===== src/rtl/shift_seq_ctrl.sv =====
// Multi-cycle shift sequencer: one bit position per clock through a shared single-bit shifter.
// Optional feature macro: SHIFT_SEQ_ROTATE_EN enables ROR on op 11; otherwise op 11 is rejected.
module shift_seq_ctrl #(
  parameter int unsigned WIDTH = 4,
  parameter int unsigned AMT_W = 4
) (
  input  logic             clk,
  input  logic             rst,
  input  logic             in_valid,
  output logic             in_ready,
  input  logic [WIDTH-1:0] in_data,
  input  logic [AMT_W-1:0] in_amt,
  input  logic [1:0]       in_op,
  output logic             out_valid,
  input  logic             out_ready,
  output logic [WIDTH-1:0] out_data,
  output logic             out_err,
  output logic             busy
);

  localparam int unsigned CNT_W = $clog2(WIDTH + 1);

  localparam logic [1:0] IDLE  = 2'd0;
  localparam logic [1:0] SHIFT = 2'd1;
  localparam logic [1:0] DONE  = 2'd2;

  localparam logic [1:0] OP_SLL = 2'b00;
  localparam logic [1:0] OP_SRL = 2'b01;
  localparam logic [1:0] OP_SRA = 2'b10;
  localparam logic [1:0] OP_ROR = 2'b11;

  logic [1:0]       state_q, state_d;
  logic [WIDTH-1:0] work_q, work_d;
  logic [CNT_W-1:0] cnt_q, cnt_d;
  logic [1:0]       op_q, op_d;
  logic             err_q, err_d;

  logic [31:0]      amt_ext;
  logic [CNT_W-1:0] n_eff;
  logic             reject;
  logic [WIDTH-1:0] step;

  // Effective step count for the incoming command; linear shifts saturate at WIDTH.
  always_comb begin
    amt_ext = 32'(in_amt);
    n_eff   = '0;
    reject  = 1'b0;
    case (in_op)
      OP_ROR: begin
`ifdef SHIFT_SEQ_ROTATE_EN
        n_eff = CNT_W'(amt_ext % WIDTH);
`else
        reject = 1'b1;
`endif
      end
      default: begin
        n_eff = (amt_ext >= WIDTH) ? CNT_W'(WIDTH) : CNT_W'(amt_ext);
      end
    endcase
  end

  always_comb begin
    step = work_q;
    case (op_q)
      OP_SLL:  step = {work_q[WIDTH-2:0], 1'b0};
      OP_SRL:  step = {1'b0, work_q[WIDTH-1:1]};
      OP_SRA:  step = {work_q[WIDTH-1], work_q[WIDTH-1:1]};
      default: step = {work_q[0], work_q[WIDTH-1:1]};
    endcase
  end

  always_comb begin
    state_d = state_q;
    work_d  = work_q;
    cnt_d   = cnt_q;
    op_d    = op_q;
    err_d   = err_q;
    case (state_q)
      IDLE: begin
        if (in_valid) begin
          work_d  = in_data;
          op_d    = in_op;
          cnt_d   = n_eff;
          err_d   = reject;
          state_d = (n_eff == '0) ? DONE : SHIFT;
        end
      end
      SHIFT: begin
        work_d = step;
        cnt_d  = cnt_q - 1'b1;
        if (cnt_q == CNT_W'(1)) begin
          state_d = DONE;
        end
      end
      DONE: begin
        if (out_ready) begin
          state_d = IDLE;
        end
      end
      default: state_d = IDLE;
    endcase
  end

  always_ff @(posedge clk) begin
    if (rst) begin
      state_q <= IDLE;
      work_q  <= '0;
      cnt_q   <= '0;
      op_q    <= OP_SLL;
      err_q   <= 1'b0;
    end else begin
      state_q <= state_d;
      work_q  <= work_d;
      cnt_q   <= cnt_d;
      op_q    <= op_d;
      err_q   <= err_d;
    end
  end

  assign in_ready  = (state_q == IDLE);
  assign out_valid = (state_q == DONE);
  assign busy      = (state_q == SHIFT);
  assign out_data  = work_q;
  assign out_err   = err_q;

endmodule


===== config.mk =====
export PLATFORM = sky130hd
export DESIGN_NAME = shift_seq_ctrl
export DESIGN_NICKNAME = d
export VERILOG_FILES = /design/src/rtl/shift_seq_ctrl.sv
export SDC_FILE = /design/constraint.sdc
export NUM_CORES = 1
export LEC_CHECK = 0
export CAP_MARGIN = 20
export CORE_MARGIN = 3
export CORE_UTILIZATION = 45
export CTS_CLUSTER_SIZE = 28
export DETAILED_ROUTE_END_ITERATION = 7
export HOLD_SLACK_MARGIN = 0.05
export PLACE_DENSITY_LB_ADDON = 0.2
export SKIP_LAST_GASP = 1
export SLEW_MARGIN = 0
export SYNTH_ARGS = -nofsm -noshare
export SYNTH_HDL_FRONTEND = slang
export SYNTH_SLANG_ARGS = --single-unit

===== constraint.sdc =====
create_clock -name clk -period 2.14 [get_ports clk]
set_input_delay 0.428 -clock clk [delete_from_list [all_inputs] [get_ports clk]]
set_output_delay 0.428 -clock clk [all_outputs]
set_load 0.1 [all_outputs]

==> results of run 1 <==
## placed cells by master, fill, tap and decap left out, types with 2 or more instances in the layout
master and count:
nor3b_1 2, ha_1 2, nand4_1 2, a21oi_1 5, mux2i_1 4, inv_1 6, dfxtp_1 12, clkbuf_4 3
o21a_1 2, clkdlybuf4s50_1 13, nand2_1 4, nor2b_1 3, o21ai_0 6, and3b_1 2, buf_4 9, o31ai_1 2
a221oi_1 2, nand3_1 2, nand2b_1 3, nor2_1 5, buf_12 3
## critical path, cell delays in order (launching register included)
cell	delay [ps]
dfxtp_1	560
nor2b_2	290
buf_12	200
## synth_stat cells (all sizes together)
cell | instances | area share [%]
dfxtp | 12 | 32
a21oi | 6 | 4.5
buf | 6 | 6.5
inv | 6 | 3.0
nor2 | 6 | 3.0
o21ai | 6 | 4.0
nand2 | 5 | 2.8
mux2i | 4 | 5.3
nor2b | 4 | 3.3
nand2b | 3 | 2.5
nor3b | 3 | 4.5
a221oi | 2 | 2.3
and3b | 2 | 2.3
ha | 2 | 3.3
nand3 | 2 | 1.3
nand4 | 2 | 1.7
o21a | 2 | 2.0
o31ai | 2 | 2.0
a211o | 1 | 1.2
a21o | 1 | 1.0
a22oi | 1 | 1.0
a31oi | 1 | 0.83
and2b | 1 | 1.0
clkbuf | 1 | 0.50
nor4 | 1 | 0.83
o21bai | 1 | 1.0
o22ai | 1 | 0.83
o311a | 1 | 1.3
o32a | 1 | 1.3
o41ai | 1 | 2.2
or3 | 1 | 0.83
## power by group
group | internal [mW] | total, mW | switching (mW)
clock network | 0.103 | 0.179 | 0.0761
registers | 0.253 | 0.290 | 0.0373
logic | 0.152 | 0.409 | 0.257
total | 0.508 | 0.878 | 0.370
## cell families after synthesis
kind of cell / Yosys count
simple gates: 30
buf+inv: 13
fa+ha+maj: 2
mux: 4
flops: 12
compound gates: 27
## sequential cells by signal, summed over array words and instances, names as in the netlist
signal,cells
state_q,2
cnt_q,3
out_err,1
out_data,4
op_q,2
## stage by stage
stage                     std cells  power (mW)
after floorplan                  88       0.592
after global placement          122       0.700
after detailed placement        122       0.704
after global routing            126       0.921
after CTS                       126       0.884
final                           126       0.878
## layout make-up
class / instances / area (µm²)
Fill cell: 127 / 522
Sequential cell: 12 / 240
Multi-Input combinational cell: 63 / 443
Timing Repair Buffer: 25 / 258
Tap cell: 16 / 20.0
Inverter: 6 / 22.5
Clock buffer: 4 / 36.3
## layer usage
metal | vias to the layer above | wire, µm | track usage [%] | share of wire, %
met5 | - | 0 | 0 | 0
met4 | 0 | 12 | 8.29 | 0.72
met3 | 2 | 80 | 2.30 | 4.8
met2 | 15 | 798 | 23.8 | 48
met1 | 340 | 781 | 25.8 | 47
li1 | 361 | - | - | -
## worst max-delay path by stage
| stage | from | end | slack, ps |
|---|---|---|---|
| final | state_q[1] | out_valid | 400 |
| after CTS | state_q[1] | out_valid | 390 |
| after detailed placement | in_valid | state_q[0] | 350 |
| after global placement | in_valid | state_q[0] | 400 |
| after floorplan | out_data[2] | out_data[3] | 410 |
| after global routing | state_q[1] | out_valid | 340 |
==> impl_metrics.json, run 1 <==
{
  "cts_resized": 0,
  "yosysWarnings": 0,
  "synth_top_family_by_area": "compound AO/OA/AOI/OAI gates",
  "synth-xor-area-share_pct": 0,
  "syn_nets": 104,
  "postRouteAntennaNets": 0,
  "cts_buffer_depth": 2,
  "holdCritStartpoint": "out_err",
  "timing.rr.end": "out_data[1]",
  "crit_path_start_kind": "flip-flop",
  "ir_drop_mv": 0.543,
  "synth_cell_types": 35,
  "syn_to_final_growth_pct": 35.4,
  "gp_congestion": 0.862,
  "drv_cap": 0,
  "synth_compound_area_share_pct": 25.4,
  "viasPerCell": 5.70,
  "tightest_slew_ps": 389,
  "whs_ps": 482,
  "cts_made_buffers": 3,
  "firstDrtPassIters": 5,
  "wirelength_mm": 1.67,
  "vias": 718,
  "fin_skew_ps": 1.01,
  "rsz0062_at_grt": "false",
  "first_global_vias": 608,
  "r2r_cells": 4,
  "critPathMaxFanout": 9,
  "finalHoldViolations": 0,
  "drtIter0Drc": 17,
  "fin_ws_ps": 396,
  "power_density_nw_per_um2": 861,
  "reg2reg_slack_ps": 670,
  "die-height_um": 46.9,
  "clk-insertion-delay-late_ps": 270,
  "design_area_um2": 1020,
  "dp_slack_ps": 346,
  "synthAdderAreaFrac_pct": 3.32,
  "timing.rr.start": "state_q[0]",
  "die_w_um": 46.9,
  "num_antenna_cells": 0,
  "overflow": 0,
  "criticalPathCategory": "flip-flop to output pin",
  "htree_levels": 1,
  "seq_area_frac_synth_pct": 31.9,
  "drc": 0,
  "min_path_type": "flip-flop to flip-flop",
  "syn_inst": 88,
  "coreArea_um2": 1540,
  "synth_mux_area_share_pct": 5.32,
  "synth_seq_cells": 12,
  "cp-end-kind": "output pin",
  "p_leak_nw": 0.406,
  "period_share_pct": 81.5,
  "grt_pass1_wl_mm": 2.72,
  "slew_headroom_pct": 74.0,
  "final_layout_size_suffix_gt1_share_pct": 20.0,
  "postCtsSetupBuffers": 0,
  "clkSlewWorstSetupHoldPaths_ps": 80,
  "grt_antenna_before_repair": 0,
  "arrival_ps": 1320,
  "crit_required_ps": 1710,
  "avgSynthCellArea_um2": 8.56,
  "max_freq_ghz": 0.573,
  "fin_tns_setup_ps": 0,
  "synth_simple_gate_area_share_pct": 24.1,
  "min_delay_path_depth": 2,
  "wl_per_cell_um": 13.3,
  "rows": 14,
  "min_to": "out_err",
  "fin_util_pct": 66.2,
  "netlist_area_um2": 753,
  "status": "finished clean",
  "portBuffers": 21,
  "fin_crit_ps": 1740,
  "grt_use_total_pct": 17.2,
  "nets": 127,
  "placed_area_um2": 983,
  "initial_utilization_pct": 48.9,
  "cts_tree": "built",
  "timing.final.max_slew_violations": 0,
  "dp_hpwl_mm": 1.28,
  "hold_buffers": 0,
  "setup_viol": 0,
  "ios": 22,
  "grt_max_degree": 12,
  "die_area_um2": 2200,
  "cts_sinks": 12,
  "cts-root-buf": "clkbuf_4"
}
No activity file was read; power rests on OpenSTA's default activity.
==> run 2: changes to the inputs <==
--- a/config.mk
+++ b/config.mk
@@ -7,7 +7,7 @@
 export LEC_CHECK = 0
 export CAP_MARGIN = 20
 export CORE_MARGIN = 3
-export CORE_UTILIZATION = 45
+export CORE_UTILIZATION = 41
 export CTS_CLUSTER_SIZE = 28
 export DETAILED_ROUTE_END_ITERATION = 7
 export HOLD_SLACK_MARGIN = 0.05
==> constraint.sdc (replaced) <==
create_clock -name clk -period 1.5 [get_ports clk]
set_input_delay 0.3 -clock clk [delete_from_list [all_inputs] [get_ports clk]]
set_output_delay 0.3 -clock clk [all_outputs]
set_load 0.1 [all_outputs]
==> impl_metrics.json, run 2 (synthesis gave the netlist of run 1 again) <==
{
  "status": "finished clean",
  "crit_path_start_kind": "flip-flop",
  "dp_hpwl_mm": 1.47,
  "total_power_mw": 1.39,
  "postRouteAntennaNets": 0,
  "placed_cells": 137,
  "dp_slack_ps": -242,
  "fin_ws_ps": 17.1,
  "syn_to_final_growth_pct": 58.5,
  "cts_tree": "built",
  "criticalPathCategory": "flip-flop to output pin",
  "ios": 22,
  "fin_crit_ps": 1480,
  "num_antenna_cells": 0,
  "ir_drop_mv": 0.889,
  "finalHoldViolations": 0,
  "coreArea_um2": 1610,
  "wirelength_mm": 1.97,
  "drv_cap": 0,
  "final_layout_size_suffix_gt1_share_pct": 31.9,
  "timing.final.max_slew_violations": 0,
  "power_density_nw_per_um2": 1160,
  "startpoint": "state_q[1]",
  "layout.cells.non_filler": 143,
  "drc": 0,
  "slew_headroom_pct": 72.4,
  "largest_reg_flops": 4,
  "cts_buffer_depth": 2,
  "viasPerCell": 5.27,
  "fin_tns_setup_ps": 0,
  "crit_required_ps": 1200,
  "timing.rr.end": "state_q[0]",
  "p_leak_nw": 0.478,
  "holdCritStartpoint": "cnt_q[1]",
  "whs_ps": 495,
  "design_area_um2": 1190,
  "die-height_um": 48.9,
  "cp-end-kind": "output pin",
  "wl_per_cell_um": 13.8,
  "setup_viol": 0,
  "final_common_cell": "clkdlybuf4s50_1",
  "firstDrtPassIters": 4,
  "min_path_type": "flip-flop to flip-flop",
  "initial_utilization_pct": 46.7,
  "cts-root-buf": "clkbuf_4",
  "r2r_cells": 5,
  "nets": 136,
  "hold_buffers": 0,
  "vias": 754,
  "crit_path_end": "out_valid",
  "grt_use_total_pct": 17.5,
  "overflow": 0,
  "layout_common_cells": "clkdlybuf4s50_1 (13), buf_4 (10), buf_12 (8)",
  "max_freq_ghz": 0.674,
  "placed_area_um2": 1120,
  "cts_sinks": 12,
  "die_w_um": 48.9,
  "first_global_vias": 722,
  "die_area_um2": 2390,
  "clkSlewWorstSetupHoldPaths_ps": 80,
  "period_share_pct": 98.9,
  "grt_max_degree": 11,
  "arrival_ps": 1180,
  "drtIter0Drc": 8,
  "gp_congestion": 0.791,
  "cts_made_buffers": 3,
  "htree_levels": 1,
  "rsz0062_at_grt": "true",
  "fill_cells": 131,
  "grt_antenna_before_repair": 0,
  "critPathMaxFanout": 7,
  "portBuffers": 21,
  "tightest_slew_ps": 410,
  "grt_pass1_wl_mm": 3.26,
  "timing.rr.start": "state_q[0]",
  "clk-insertion-delay-late_ps": 280,
  "reg2reg_slack_ps": 180,
  "rows": 14,
  "fin_skew_ps": 1.10,
  "fin_util_pct": 74.1
}
## run 2: changes by cell type in the layout (fill, tap and decap cells not counted), moves of 3 or more
cell,change
buf_12,+5
buf_6,+3
dfxtp_1,-5
dfxtp_2,+5
## run 2: routing by layer
| metal | wire length (µm) | share of wire, % | global-route usage [%] | up-vias |
|---|---|---|---|---|
| met4 | 17 | 0.86 | 4.27 | 0 |
| met3 | 122 | 6.2 | 6.73 | 2 |
| met5 | 0 | 0 | 0 | - |
| li1 | - | - | - | 380 |
| met2 | 972 | 49 | 29.2 | 22 |
| met1 | 858 | 44 | 21.0 | 350 |
## run 2: worst max-delay path: stages (launching register included)
cell and delay [ps]:
dfxtp_1 380, buf_6 160, nor2b_4 180, buf_12 180
## run 2: repair_timing
action | CTS | global route
cloned | 0 | 0
pin swaps | 0 | 0
setup endpoints to repair | 2 | 5
buffers inserted | 2 | 0
gates resized for setup | 4 | 2
## run 2: how the worst min path moves through the flow
stage,to,slack [ps],cells past startpoint
finish,cnt_q[1],490,2
global route,cnt_q[1],530,2
CTS,cnt_q[1],490,2
detailed placement,cnt_q[1],480,2
global placement,cnt_q[1],470,2
floorplan,out_data[3],400,1
## run 2: layout make-up
class                      instances  area [µm²]  share of cell area [%]
inverter                           6        22.5                    1.89
multi-input combinational         63         459                    38.5
sequential                        12         246                    20.6
tap                               24        30.0                    2.52
timing repair buffer              34         399                    33.4
clock buffer                       4        36.3                    3.04
## run 2: where the power goes
| part | switching [mW] | internal (mW) |
|---|---|---|
| sequential | 0.0539 | 0.365 |
| combinational | 0.396 | 0.303 |
| clock | 0.119 | 0.148 |
| total | 0.569 | 0.817 |
